<file path="config.mk">
export PLATFORM = sky130hd
export DESIGN_NAME = omsp_spm_cmd_seq_flat
export DESIGN_NICKNAME = d
export VERILOG_FILES = /design/src/rtl/omsp_spm_cmd_seq_pkg.sv /design/src/rtl/omsp_spm_cmd_seq_if.sv /design/src/rtl/omsp_spm_key_stream.sv /design/src/rtl/omsp_spm_cmd_seq.sv /design/src/flat_wrapper.sv
export SDC_FILE = /design/constraint.sdc
export NUM_CORES = 1
export LEC_CHECK = 0
export CAP_MARGIN = 10
export CELL_PAD_IN_SITES_DETAIL_PLACEMENT = 1
export CELL_PAD_IN_SITES_GLOBAL_PLACEMENT = 2
export CORE_MARGIN = 3
export CORE_UTILIZATION = 16
export DETAILED_ROUTE_END_ITERATION = 10
export PLACE_DENSITY = 0.79
export SLEW_MARGIN = 20
export SYNTH_ARGS = -nofsm -noshare
export SYNTH_HDL_FRONTEND = slang
export SYNTH_SLANG_ARGS = --single-unit
</file>
<file path="constraint.sdc">
create_clock -name mclk -period 1.68 [get_ports mclk]
set_clock_uncertainty 0.05 [all_clocks]
set_input_delay 0.252 -clock mclk [delete_from_list [all_inputs] [get_ports mclk]]
set_output_delay 0.252 -clock mclk [all_outputs]
set_load 0.005 [all_outputs]
</file>
<file path="src/rtl/omsp_spm_cmd_seq_pkg.sv">
// Shared op codes and FSM encodings for the SPM command sequencer.
// The optional KEYGEN timeout is built only with OMSP_SPM_KDF_TIMEOUT_EN (default: undefined).
package omsp_spm_cmd_seq_pkg;

    localparam logic [1:0] SPM_OP_PROTECT   = 2'b00;
    localparam logic [1:0] SPM_OP_UNPROTECT = 2'b01;
    localparam logic [1:0] SPM_OP_ATTEST    = 2'b10;
    localparam logic [1:0] SPM_OP_RSVD      = 2'b11;

    localparam logic [2:0] ST_IDLE   = 3'd0;
    localparam logic [2:0] ST_STROBE = 3'd1;
    localparam logic [2:0] ST_KSTART = 3'd2;
    localparam logic [2:0] ST_KEYGEN = 3'd3;
    localparam logic [2:0] ST_DONE   = 3'd4;

    function automatic logic op_is_rsvd(input logic [1:0] op);
        return op == SPM_OP_RSVD;
    endfunction

endpackage

</file>
<file path="src/rtl/omsp_spm_cmd_seq_if.sv">
// Command req/ack handshake between the execution unit and the sequencer.
// Built the same with or without OMSP_SPM_KDF_TIMEOUT_EN.
interface omsp_spm_cmd_seq_if;

    logic       cmd_req;
    logic [1:0] cmd_op;
    logic       cmd_ack;
    logic       cmd_err;
    logic       busy;

    modport master (
        output cmd_req, cmd_op,
        input  cmd_ack, cmd_err, busy
    );

    modport slave (
        input  cmd_req, cmd_op,
        output cmd_ack, cmd_err, busy
    );

endinterface

</file>
<file path="src/rtl/omsp_spm_key_stream.sv">
// Key word stream: word counter, kdf handshake, last-word detect.
// OMSP_SPM_KDF_TIMEOUT_EN adds a KEYGEN cycle counter that flags a timeout.
module omsp_spm_key_stream #(
    parameter int KEY_IDX_SIZE = 3
`ifdef OMSP_SPM_KDF_TIMEOUT_EN
  , parameter int KDF_TIMEOUT  = 255
`endif
) (
    input  logic                    clk,
    input  logic                    rst_n,
    input  logic                    i_clr,
    input  logic                    i_active,
    input  logic                    i_kdf_valid,
    input  logic [15:0]             i_kdf_data,
    output logic                    o_kdf_ready,
    output logic                    o_write_key,
    output logic [15:0]             o_key_in,
    output logic [KEY_IDX_SIZE-1:0] o_key_idx,
    output logic                    o_last,
    output logic                    o_timeout
);

    logic [KEY_IDX_SIZE-1:0] r_cnt;
    logic                    w_word;

    assign w_word      = i_active & i_kdf_valid;
    assign o_kdf_ready = i_active;
    assign o_write_key = w_word;
    assign o_key_in    = i_kdf_data;
    assign o_key_idx   = i_active ? r_cnt : '0;
    assign o_last      = w_word & (r_cnt == {KEY_IDX_SIZE{1'b1}});

    // Wraps to 0 after the final word; cleared again on the next KSTART.
    always_ff @(posedge clk or negedge rst_n) begin
        if (!rst_n) begin
            r_cnt <= '0;
        end else if (i_clr) begin
            r_cnt <= '0;
        end else if (w_word) begin
            r_cnt <= r_cnt + 1'b1;
        end
    end

`ifdef OMSP_SPM_KDF_TIMEOUT_EN
    localparam int TW = $clog2(KDF_TIMEOUT + 1);

    logic [TW-1:0] r_tcnt;

    assign o_timeout = i_active & ~o_last &
                       (r_tcnt == TW'(KDF_TIMEOUT - 1));

    always_ff @(posedge clk or negedge rst_n) begin
        if (!rst_n) begin
            r_tcnt <= '0;
        end else if (i_clr) begin
            r_tcnt <= '0;
        end else if (i_active) begin
            r_tcnt <= r_tcnt + 1'b1;
        end
    end
`else
    assign o_timeout = 1'b0;
`endif

endmodule

</file>
<file path="src/rtl/omsp_spm_cmd_seq.sv">
// SPM command sequencer: protect/unprotect/attest strobes plus key streaming.
// Define OMSP_SPM_KDF_TIMEOUT_EN to bound KEYGEN by KDF_TIMEOUT cycles.
module omsp_spm_cmd_seq
    import omsp_spm_cmd_seq_pkg::*;
#(
    parameter int KEY_IDX_SIZE = 3
`ifdef OMSP_SPM_KDF_TIMEOUT_EN
  , parameter int KDF_TIMEOUT  = 255
`endif
) (
    input  logic                    mclk,
    input  logic                    puc_rst_n,
    omsp_spm_cmd_seq_if.slave       cmd,
    output logic                    update_spm,
    output logic                    enable_spm,
    output logic                    disable_spm,
    output logic                    verify_spm,
    input  logic                    violation,
    output logic                    kdf_start,
    input  logic                    kdf_valid,
    output logic                    kdf_ready,
    input  logic [15:0]             kdf_data,
    output logic                    write_key,
    output logic [15:0]             key_in,
    output logic [KEY_IDX_SIZE-1:0] key_idx
);

    logic [2:0] r_state;
    logic [1:0] r_op;
    logic       r_err;
    logic       w_strobe;
    logic       w_last;
    logic       w_timeout;

    assign w_strobe    = (r_state == ST_STROBE);
    assign update_spm  = w_strobe & ((r_op == SPM_OP_PROTECT) |
                                     (r_op == SPM_OP_UNPROTECT));
    assign enable_spm  = w_strobe & (r_op == SPM_OP_PROTECT);
    assign disable_spm = w_strobe & (r_op == SPM_OP_UNPROTECT);
    assign verify_spm  = w_strobe & (r_op == SPM_OP_ATTEST);
    assign kdf_start   = (r_state == ST_KSTART);
    assign cmd.cmd_ack = (r_state == ST_DONE);
    assign cmd.cmd_err = cmd.cmd_ack & r_err;
    assign cmd.busy    = (r_state != ST_IDLE);

    omsp_spm_key_stream #(
        .KEY_IDX_SIZE (KEY_IDX_SIZE)
`ifdef OMSP_SPM_KDF_TIMEOUT_EN
      , .KDF_TIMEOUT  (KDF_TIMEOUT)
`endif
    ) u_key_stream (
        .clk         (mclk),
        .rst_n       (puc_rst_n),
        .i_clr       (kdf_start),
        .i_active    (r_state == ST_KEYGEN),
        .i_kdf_valid (kdf_valid),
        .i_kdf_data  (kdf_data),
        .o_kdf_ready (kdf_ready),
        .o_write_key (write_key),
        .o_key_in    (key_in),
        .o_key_idx   (key_idx),
        .o_last      (w_last),
        .o_timeout   (w_timeout)
    );

    always_ff @(posedge mclk or negedge puc_rst_n) begin
        if (!puc_rst_n) begin
            r_state <= ST_IDLE;
            r_op    <= SPM_OP_PROTECT;
            r_err   <= 1'b0;
        end else begin
            unique case (r_state)
                ST_IDLE: begin
                    if (cmd.cmd_req) begin
                        r_op <= cmd.cmd_op;
                        if (op_is_rsvd(cmd.cmd_op)) begin
                            r_err   <= 1'b1;
                            r_state <= ST_DONE;
                        end else begin
                            r_state <= ST_STROBE;
                        end
                    end
                end
                ST_STROBE: begin
                    if (violation) begin
                        r_err   <= 1'b1;
                        r_state <= ST_DONE;
                    end else if (r_op == SPM_OP_PROTECT) begin
                        r_state <= ST_KSTART;
                    end else begin
                        r_state <= ST_DONE;
                    end
                end
                ST_KSTART: r_state <= ST_KEYGEN;
                ST_KEYGEN: begin
                    if (w_last) begin
                        r_state <= ST_DONE;
                    end else if (w_timeout) begin
                        r_err   <= 1'b1;
                        r_state <= ST_DONE;
                    end
                end
                ST_DONE: begin
                    r_err   <= 1'b0;
                    r_state <= ST_IDLE;
                end
                default: r_state <= ST_IDLE;
            endcase
        end
    end

endmodule

</file>
<file path="src/flat_wrapper.sv">
// flat-port wrapper written by rule: the top's interface ports become plain ports
module omsp_spm_cmd_seq_flat import omsp_spm_cmd_seq_pkg::*;
#(
    parameter int KEY_IDX_SIZE = 3

)
  (mclk, puc_rst_n, update_spm, enable_spm, disable_spm, verify_spm, violation, kdf_start, kdf_valid, kdf_ready, kdf_data, write_key, key_in, key_idx, cmd_cmd_req, cmd_cmd_op, cmd_cmd_ack, cmd_cmd_err, cmd_busy);
  omsp_spm_cmd_seq_if cmd_i ();
  input  logic mclk;
  input  logic puc_rst_n;
  output logic update_spm;
  output logic enable_spm;
  output logic disable_spm;
  output logic verify_spm;
  input  logic violation;
  output logic kdf_start;
  input  logic kdf_valid;
  output logic kdf_ready;
  input  logic [15:0] kdf_data;
  output logic write_key;
  output logic [15:0] key_in;
  output logic [KEY_IDX_SIZE-1:0] key_idx;
  input wire logic [$bits(cmd_i.cmd_req)-1:0] cmd_cmd_req;
  input wire logic [$bits(cmd_i.cmd_op)-1:0] cmd_cmd_op;
  output wire logic [$bits(cmd_i.cmd_ack)-1:0] cmd_cmd_ack;
  output wire logic [$bits(cmd_i.cmd_err)-1:0] cmd_cmd_err;
  output wire logic [$bits(cmd_i.busy)-1:0] cmd_busy;
  assign cmd_i.cmd_req = cmd_cmd_req;
  assign cmd_i.cmd_op = cmd_cmd_op;
  assign cmd_cmd_ack = cmd_i.cmd_ack;
  assign cmd_cmd_err = cmd_i.cmd_err;
  assign cmd_busy = cmd_i.busy;
  omsp_spm_cmd_seq #(.KEY_IDX_SIZE(KEY_IDX_SIZE)) u_core (.mclk(mclk), .puc_rst_n(puc_rst_n), .cmd(cmd_i), .update_spm(update_spm), .enable_spm(enable_spm), .disable_spm(disable_spm), .verify_spm(verify_spm), .violation(violation), .kdf_start(kdf_start), .kdf_valid(kdf_valid), .kdf_ready(kdf_ready), .kdf_data(kdf_data), .write_key(write_key), .key_in(key_in), .key_idx(key_idx));
endmodule
</file>
# [After elaboration in Yosys (flattened, before gate mapping)]
# Index checks and enable logic that the tools add are counted.
[op_classes] multipliers=0 n_eq_ne=12 n_mux=13 n_shift=0 bitwise_logic=8 addsub=1 n_div=0 n_reduce_logical=8 order_cmp=0
[ops] cell="2-to-1 mux 3 bit" n=8
[ops] cell="case mux 3 bit (4 select lines)" n=1
[ops] cell="bitwise AND 1 bit" n=7
[ops] cell="== test 3 x 2 -> 1 bit, second input constant" n=2
[ops] cell="== test 3 bit, second input constant" n=2
[ops] cell="nonzero test 3 bit" n=2
[ops] cell="== test 2 bit, second input constant" n=2
[ops] cell="!= test 2 x 1 -> 1 bit, second input constant" n=2
[ops] cell="!= test 2 bit, second input constant" n=2
[ops] cell="AND reduction 2 bit" n=2
[ops] cell="AND reduction 4 bit" n=1
[ops] cell="adder 3 x 1 -> 3 bit, second input constant" n=1
[ops] cell="== test 3 x 1 -> 1 bit, second input constant" n=1
[ops] cell="logical NOT 3 bit" n=1
[ops] cell="2-to-1 mux 1 bit" n=3
[ops] cell="case mux 1 bit (3 select lines)" n=1
[ops] cell="== test 2 x 1 -> 1 bit, second input constant" n=1
[ops] cell="logical NOT 2 bit" n=1
[ops] cell="nonzero test 2 bit" n=1
[ops] cell="bitwise OR 1 bit" n=1
[word_totals] elab_cells=46 output_inout_bits=29 mem_bits_ro=0 memories=0 register_bits=9 ram_bits=0 latch_bits=0

# [Logic depth before layout (Yosys ltp)]
# Gate-level depths: netlist of the first run.
[depth] ltp_word=5 ltp_mapped=5

# [Cells and area by module]
# Synthesis of the first run repeated with hierarchy kept, for this count alone.
[hier_totals] cells_unflattened=81 hier_area_um2=758.2
[by_module_without_submodules] mod="omsp_spm_cmd_seq" instances=1 cells_per_inst=43 area_per_inst_um2=415.4
[by_module_without_submodules] mod="omsp_spm_key_stream" instances=1 cells_per_inst=38 area_per_inst_um2=342.8

# [Least setup slack after synthesis of the first run]
# No wires, ideal clock.
[synth_path] kind="reg-to-output" from="reg u_core.r_state[2]" to="out kdf_start" path_slack_ps=410 stages_incl_launch_ff=4 required_time_ps=1378 n_path_buf=1 arrival_ps=968 path_cell_list="dfrtp_1 > buf_4 > or3b_4 > inv_1"
[synth_between] elab_chain_cells=1
[synth_lines] item="start: declaration" line_no="omsp_spm_cmd_seq.sv:28" text="logic [2:0] r_state;"
[synth_lines] item="start signal: assignment" line_no="omsp_spm_cmd_seq.sv:68" text="r_state <= ST_IDLE;"
[synth_lines] item="start signal: assignment" line_no="omsp_spm_cmd_seq.sv:78" text="r_state <= ST_DONE;"
[synth_lines] item="start signal: assignment" line_no="omsp_spm_cmd_seq.sv:80" text="r_state <= ST_STROBE;"
[synth_lines] item="== test 3 x 2 -> 1 bit" line_no="omsp_spm_cmd_seq.sv:41" text="assign kdf_start = (r_state == ST_KSTART);"
[synth_lines] item="end: declaration" line_no="flat_wrapper.sv:16" text="output logic kdf_start;"
# No other way between the ends.

# [Worst setup path in the final report of the first run]
[layout_path] from="reg u_core.r_state[0]" to="out cmd_cmd_err"
[layout_between] elab_chain_cells=2
[layout_lines] item="== test 3 bit" line_no="omsp_spm_cmd_seq.sv:42" text="assign cmd.cmd_ack = (r_state == ST_DONE);"
[layout_lines] item="bitwise AND 1 bit" line_no="omsp_spm_cmd_seq.sv:43" text="assign cmd.cmd_err = cmd.cmd_ack & r_err;"
[layout_lines] item="end: declaration" line_no="flat_wrapper.sv:26" text="output wire logic [$bits(cmd_i.cmd_err)-1:0] cmd_cmd_err;"
# No other way between the ends.

==> results of run 1 <==
-- cell families (layout without fill, tap and decap cells) --
kind of cell | Yosys count | after routing
multiplexers | 2 | 2
buffers and inverters | 21 | 52
adder cells (fa/ha/maj) | 2 | 2
flip-flops | 9 | 9
AND/OR/NAND/NOR | 32 | 32
AO/OA/AOI/OAI | 8 | 8
-- sequential cells by signal, summed over array words and instances (netlist names) --
name and flops:
u_core.r_state 3, u_core.u_key_stream.r_cnt 3, u_core.r_op 2, u_core.r_err 1
-- layer usage --
layer / vias to the layer above / GRT usage (%)
met2: 16 / 16.1
met5: - / 0
met3: 7 / 3.55
met1: 331 / 8.20
li1: 303 / -
met4: 0 / 3.97
-- layout make-up --
class                   instances  area, µm²  area share [%]
inverters                       2       7.51           0.685
flip-flops and latches          9        229            20.9
clock buffers                   4       45.0            4.11
well taps                      48       60.1            5.48
repair buffers                 46        389            35.5
multi-input cells              44        365            33.3
-- cell usage after synthesis --
master	number
sky130_fd_sc_hd__nand3_1	4
sky130_fd_sc_hd__nor4b_1	1
sky130_fd_sc_hd__or3b_4	1
sky130_fd_sc_hd__inv_1	1
sky130_fd_sc_hd__nor2_1	1
sky130_fd_sc_hd__dfrtp_1	9
sky130_fd_sc_hd__or3_1	1
sky130_fd_sc_hd__nand4b_2	1
sky130_fd_sc_hd__a2bb2oi_1	1
sky130_fd_sc_hd__ha_1	2
sky130_fd_sc_hd__nand4b_1	1
sky130_fd_sc_hd__buf_4	17
sky130_fd_sc_hd__clkbuf_2	1
sky130_fd_sc_hd__o21ai_1	1
sky130_fd_sc_hd__a21oi_1	3
sky130_fd_sc_hd__nand2b_1	1
sky130_fd_sc_hd__and3_1	4
sky130_fd_sc_hd__nor4_1	2
sky130_fd_sc_hd__mux2_1	2
sky130_fd_sc_hd__nand2_1	8
sky130_fd_sc_hd__o21ai_0	1
sky130_fd_sc_hd__and2_1	3
sky130_fd_sc_hd__o32ai_1	1
sky130_fd_sc_hd__a21boi_0	1
sky130_fd_sc_hd__nand3b_1	2
sky130_fd_sc_hd__nor3_1	1
sky130_fd_sc_hd__clkinv_1	1
sky130_fd_sc_hd__buf_6	1
sky130_fd_sc_hd__nor2b_1	1
-- power breakdown --
group          internal [mW]  total, mW  switching, mW
logic                  0.670       1.08          0.406
registers              0.304      0.402         0.0986
clock network          0.167      0.266         0.0995
-- per-stage QoR --
step / utilization, % / area [µm²] / power (mW) / worst slack, ns / hold WS, ns
after CTS: 26.2 / 1000 / 1.47 / -0.139 / 0.282
after global routing: 28.6 / 1100 / 1.87 / -0.0748 / 0.320
final: 28.6 / 1100 / 1.74 / -0.0294 / 0.280
after global placement: 23.0 / 878 / 1.03 / -0.0975 / 0.442
after detailed placement: 23.0 / 878 / 1.06 / -0.141 / 0.449
after floorplan: - / 667 / 0.720 / 0.410 / -0.0936
-- worst max-delay path, stage by stage, from the launching register on --
cell                       delay, ns
sky130_fd_sc_hd__dfrtp_2        0.41
sky130_fd_sc_hd__buf_6          0.12
sky130_fd_sc_hd__buf_6          0.11
sky130_fd_sc_hd__buf_6          0.11
sky130_fd_sc_hd__nor2_4         0.13
sky130_fd_sc_hd__and3_4         0.18
sky130_fd_sc_hd__clkbuf_2       0.10
-- how the worst max path moves through the flow --
stage | from | endpoint | slack (ns) | cells past startpoint
finish | u_core.r_state[0] | cmd_cmd_err | -0.03 | 6
global route | u_core.r_state[0] | cmd_cmd_err | -0.07 | 6
CTS | u_core.r_state[0] | cmd_cmd_err | -0.14 | 6
detailed placement | u_core.r_state[2] | disable_spm | -0.14 | 4
global placement | u_core.r_state[2] | verify_spm | -0.1 | 3
floorplan | u_core.r_state[2] | kdf_start | 0.41 | 3
-- what timing repair did --
action | CTS | global route
endpoints found under the setup margin | 13 | 13
pin swaps | 4 | 5
buffers inserted | 8 | 6
resized for setup | 30 | 28
==> impl_metrics.toml, run 1 <==
[synth]
post_synth_main_area_contributors = "sky130_fd_sc_hd__dfrtp_1 34%, sky130_fd_sc_hd__buf_4 19%, sky130_fd_sc_hd__nand2_1 4.5%, sky130_fd_sc_hd__and3_1 3.8%, sky130_fd_sc_hd__ha_1 3.8%"
post-synth-top-area-fraction_pct = 33.8
synth.lib_cells_used.distinct = 29
synth_area_per_cell_um2 = 9.01
yosysWarningCount = 0
synth_top_cell_by_area = "sky130_fd_sc_hd__dfrtp_1"
synth_top_family_by_area = "simple AND/OR/NAND/NOR gates"
synth-seq-area-share_pct = 33.8
post_synth_xor_area_fraction_pct = 0
synth-compound-area-share_pct = 7.50
mapped_nets = 99
synth_mux_area_share_pct = 3.38
post_synth_and_or_nand_nor_area_fraction_pct = 28.9
synth-adder-area-share_pct = 3.75
synth-seq-cells = 9
syn-instance-count = 74
synthesis.area_um2 = 667

[floorplan]
die_width_um = 70.6
placementRows = 22
die_h_um = 70.6
dieArea_mm2 = 0.00498
io_pins = 52
floorplan.initialDensity_pct = 17.4
floorplan.core_area_mm2 = 0.00383

[clocking]
deepest_clock_path_buffer_count = 2
clock_sink_count = 9
cts_htree_levels = 1
clock_latency_ns = 0.24
cts_inserted_buffers = 3
clockRootBuffer = "sky130_fd_sc_hd__clkbuf_8"
cts.hold.buffers_added = 0
clk_transition_reported_paths_ns = 0.05
cts_tree = "built"

[cells_and_area]
design.final.nets = 131
syn2layout_area_growth_pct = 64.4
layout_common_cells = "21 x sky130_fd_sc_hd__buf_4, 9 x sky130_fd_sc_hd__buf_6, 8 x sky130_fd_sc_hd__nand2_1, 6 x sky130_fd_sc_hd__clkdlybuf4s50_1, 6 x sky130_fd_sc_hd__dfrtp_1"
layout.cells.most_common = "sky130_fd_sc_hd__buf_4"
num_antenna_cells = 0
final_layout_size_suffix_gt1_share_pct = 52.4
num-fill-cells = 433
layout.cells.non_filler = 153

[power]
cellLeakagePower_nw = 0.561
cellPowerDensity_mw_per_mm2 = 1590
ir_drop_mv = 0.377

[sta]
rsz0062_at_grt = "true"
fmax_ghz = 0.585
layout_min_cycle_time_ns = 1.71
final.setup.worst_slack_ns = -0.0294
setup_viol = 1
post-route-period-util_pct = 102
timing.setup.tns_ns = -0.0294
finalHoldViolCount = 0
timing_max_transition_violations_final = 0
worst-slew-pin-transition_ns = 0.475
timing.slew.headroom_pct = 68.0

[detailed_routing]
dr_vias = 657
post_drt_wl_per_cell_um = 14.0
detailroute.wirelength.met3_um = 142
met2_wirelength_mm = 1.21
via_per_instance_ratio = 4.29
topRoutingLayerUsed = "met4"
dr.first_iter.drc_count = 10
met1Wirelength_um = 760
drt_pre_antenna_iters = 4
ant_nets = 0
totalWireLength_mm = 2.15
drc = 0

[run_status]
run_status = "finished with violations"
violated_checks = "negative setup slack"

[worst_setup_path]
path_max_fanout = 3
rrSetupSlack_ns = 0.03
worst_ep_required_time_ns = 1.38
setup.worst_path.end_class = "primary output"
ff2ff_path_depth = 7
criticalPathCategory = "reg2out"
worst_r2r_startpoint = "u_core.r_state[0]"
worst-endpoint-arrival_ns = 1.41
cp-start-kind = "register"
timing.rr.end = "u_core.r_op[0]"

[global_route]
gr_usage_total_pct = 8.64
pin_count_of_the_biggest_net_entering_global_routing = 10
number_of_antenna_violations_at_the_first_check_in_global_routing = 0
grt_pass1_wl_mm = 3.43
first_global_vias = 716
globalRoute.totalOverflow = 0

[placement]
count_of_input_and_output_buffers = 19
dp_hpwl_mm = 1.43
gp_congestion = 0.766
place_inst = 136

[hold_path]
hp-class = "in2async"

[flow_run]
maxCapViolations = 0
Power figures use the tool's default switching activity.
==> run 2, diff against run 1 <==
--- a/config.mk
+++ b/config.mk
@@ -9,10 +9,11 @@
 export CELL_PAD_IN_SITES_DETAIL_PLACEMENT = 1
 export CELL_PAD_IN_SITES_GLOBAL_PLACEMENT = 2
 export CORE_MARGIN = 3
-export CORE_UTILIZATION = 16
+export CORE_UTILIZATION = 20
 export DETAILED_ROUTE_END_ITERATION = 10
-export PLACE_DENSITY = 0.79
+export PLACE_DENSITY = 0.88
 export SLEW_MARGIN = 20
 export SYNTH_ARGS = -nofsm -noshare
 export SYNTH_HDL_FRONTEND = slang
+export SYNTH_HIERARCHICAL = 1
 export SYNTH_SLANG_ARGS = --single-unit
==> constraint.sdc (replaced) <==
create_clock -name mclk -period 2 [get_ports mclk]
set_clock_uncertainty 0.05 [all_clocks]
set_input_delay 0.3 -clock mclk [delete_from_list [all_inputs] [get_ports mclk]]
set_output_delay 0.3 -clock mclk [all_outputs]
set_load 0.005 [all_outputs]
==> impl_metrics.toml, run 2 <==
[power]
cellLeakagePower_nw = 0.575
share_comb_of_total_power_pct = 54.3
cellPowerDensity_mw_per_mm2 = 1190
ir_drop_mv = 0.494
p_total_mw = 1.27
p_switching_mw = 0.449
internal_power_mw = 0.820
swShare_pct = 35.4
power_frac_clock_pct = 17.4
seq_power_share_pct = 28.3

[detailed_routing]
drt_pre_antenna_iters = 4
drc = 0
dr_vias = 617
post_drt_wl_per_cell_um = 13.9
dr.first_iter.drc_count = 6
via_per_instance_ratio = 4.26
ant_nets = 0
totalWireLength_mm = 2.01

[global_route]
pin_count_of_the_biggest_net_entering_global_routing = 10
number_of_antenna_violations_at_the_first_check_in_global_routing = 0
globalRoute.totalOverflow = 0
first_global_vias = 704
gr_usage_total_pct = 10.2
grt_pass1_wl_mm = 3.31

[clocking]
clock_sink_count = 9
clockRootBuffer = "sky130_fd_sc_hd__clkbuf_8"
cts_inserted_buffers = 3
clock_latency_ns = 0.25
cts.hold.buffers_added = 0
cts_htree_levels = 1
deepest_clock_path_buffer_count = 2
clk_transition_reported_paths_ns = 0.05
cts_tree = "built"

[sta]
timing_max_transition_violations_final = 0
layout_min_cycle_time_ns = 1.94
fmax_ghz = 0.517
post-route-period-util_pct = 96.8
final.setup.worst_slack_ns = 0.0644
timing.setup.tns_ns = 0
setup_viol = 0
finalHoldViolCount = 0
rsz0062_at_grt = "false"

[synth]
synth.lib_cells_used.distinct = 35
synth-adder-area-share_pct = 3.30
synth-seq-cells = 9
synth_top_family_by_area = "simple AND/OR/NAND/NOR gates"
most_frequent_cell_after_synthesis = "sky130_fd_sc_hd__buf_4"
yosysWarningCount = 6
post_synth_main_area_contributors = "sky130_fd_sc_hd__dfrtp_1 30%, sky130_fd_sc_hd__buf_4 18%, sky130_fd_sc_hd__mux2_2 4.5%, sky130_fd_sc_hd__nor4b_2 4.0%, sky130_fd_sc_hd__ha_1 3.3%"
dominant_synthesized_flop_cell = "sky130_fd_sc_hd__dfrtp_1"
number_of_flops_mapped_to_enable_cells_by_yosys = 0
synth_area_per_cell_um2 = 9.36
synth-compound-area-share_pct = 10.2
post-synth-top-area-fraction_pct = 29.7
synth_mux_area_share_pct = 6.44
post_synth_and_or_nand_nor_area_fraction_pct = 29.4
synthesis.area_um2 = 758
synth_top_cell_by_area = "sky130_fd_sc_hd__dfrtp_1"
mapped_nets = 106
async_reset_ff_share_pct = 100
post_synth_xor_area_fraction_pct = 0
synth-seq-area-share_pct = 29.7
syn-instance-count = 81
synth_common_cells = "18 x sky130_fd_sc_hd__buf_4, 9 x sky130_fd_sc_hd__dfrtp_1, 4 x sky130_fd_sc_hd__a21oi_1, 4 x sky130_fd_sc_hd__nand2_1"

[floorplan]
io_pins = 52
die_h_um = 67.6
placementRows = 21
floorplan.core_area_mm2 = 0.00349
die_width_um = 67.6
dieArea_mm2 = 0.00457
floorplan.initialDensity_pct = 21.7

[worst_setup_path]
cp-start-kind = "register"
critical_path.startpoint = "u_core/r_state[2]"
timing.rr.end = "u_core/r_state[2]"
rrSetupSlack_ns = 0.25
crit_slowest_cell = "sky130_fd_sc_hd__clkdlybuf4s50_1"
worst-endpoint-arrival_ns = 1.59
path_buf_inv = 2
critical_path.top_delay_family = "buffers and inverters"
criticalPathCategory = "reg2out"
setup.worst_path.end_class = "primary output"
slowest_delay_ns = 0.48
worst_ep_required_time_ns = 1.65
ff2ff_path_depth = 6
worst_r2r_startpoint = "u_core/r_state[2]"
critical_path.cell_chain = "and3b_2, buf_4, clkdlybuf4s50_1"
path_max_fanout = 6

[run_status]
run_status = "completed"

[placement]
gp_congestion = 0.836
place_inst = 131
pre_cts_ws_ns = 0.105
dp_hpwl_mm = 1.41
count_of_input_and_output_buffers = 19

[cells_and_area]
largest_registers = "u_core/r_state (3), u_core/u_key_stream/r_cnt (3), u_core/r_op (2)"
layout.cells.non_filler = 145
num_antenna_cells = 0
design.final.nets = 125
finish.utilization_pct = 30.5
layout.cells.most_common = "sky130_fd_sc_hd__buf_4"
final_layout_size_suffix_gt1_share_pct = 38.4
layout_common_cells = "14 x sky130_fd_sc_hd__buf_4, 8 x sky130_fd_sc_hd__clkdlybuf4s50_1, 6 x sky130_fd_sc_hd__dlymetal6s2s_1, 6 x sky130_fd_sc_hd__dfrtp_1, 5 x sky130_fd_sc_hd__dlygate4sd2_1"
syn2layout_area_growth_pct = 40.4

[flow_run]
maxCapViolations = 0

[hold_path]
hp-class = "in2async"
-- run 2: worst max-delay path by stage --
stage	end	slack, ns	cells after the start
floorplan	u_core/u_key_stream/r_cnt[0]	0.44	4
global placement	write_key	0.15	3
detailed placement	write_key	0.11	3
CTS	cmd_cmd_err	0.0003	4
global route	kdf_ready	0.02	3
finish	kdf_ready	0.06	3
-- run 2: cell families after synthesis --
kind of cell               Yosys count
AOI/OAI and AO/OA                   11
muxes                                4
and+or+nand+nor                     33
adders and majority gates            2
DFF                                  9
other                                1
buffers and inverters               21
-- run 2: power groups by stage --
stage          combinational, mW  sequential [mW]  clock, mW
2_1_floorplan              0.371            0.321          0
3_3_place_gp               0.540            0.344          0
3_5_place_dp               0.553            0.353          0
4_1_cts                    0.635            0.364      0.216
5_1_grt                    0.760            0.374      0.234
6_report                   0.689            0.359      0.221
-- run 2: cell type report --
class / count / area (µm²)
repair buffers: 35 / 335
multi-input cells: 51 / 398
well taps: 46 / 57.6
flip-flops and latches: 9 / 229
fillers: 410 / 2430
clock buffers: 4 / 45.0
-- run 2: routing by layer --
metal	part of all wire (%)	global-route usage, %	up-vias
met5	0	0	-
met4	4.0	7.85	0
met3	7.3	4.16	12
met2	50	17.4	10
met1	38	9.57	292
li1	-	-	303
-- run 2: per-stage QoR --
stage | area [µm²] | hold slack (ns)
after global routing | 1060 | 0.348
after global placement | 896 | 0.459
final | 1060 | 0.320
after detailed placement | 896 | 0.485
after CTS | 1020 | 0.335
after floorplan | 758 | -0.0456
-- run 2: what timing repair did --
item	4_1_cts	5_1_grt
endpoints found under the setup margin	11	7
endpoints found under the hold margin	0	0
setup buffers	7	3
resized for setup	12	7
pin swaps	3	1
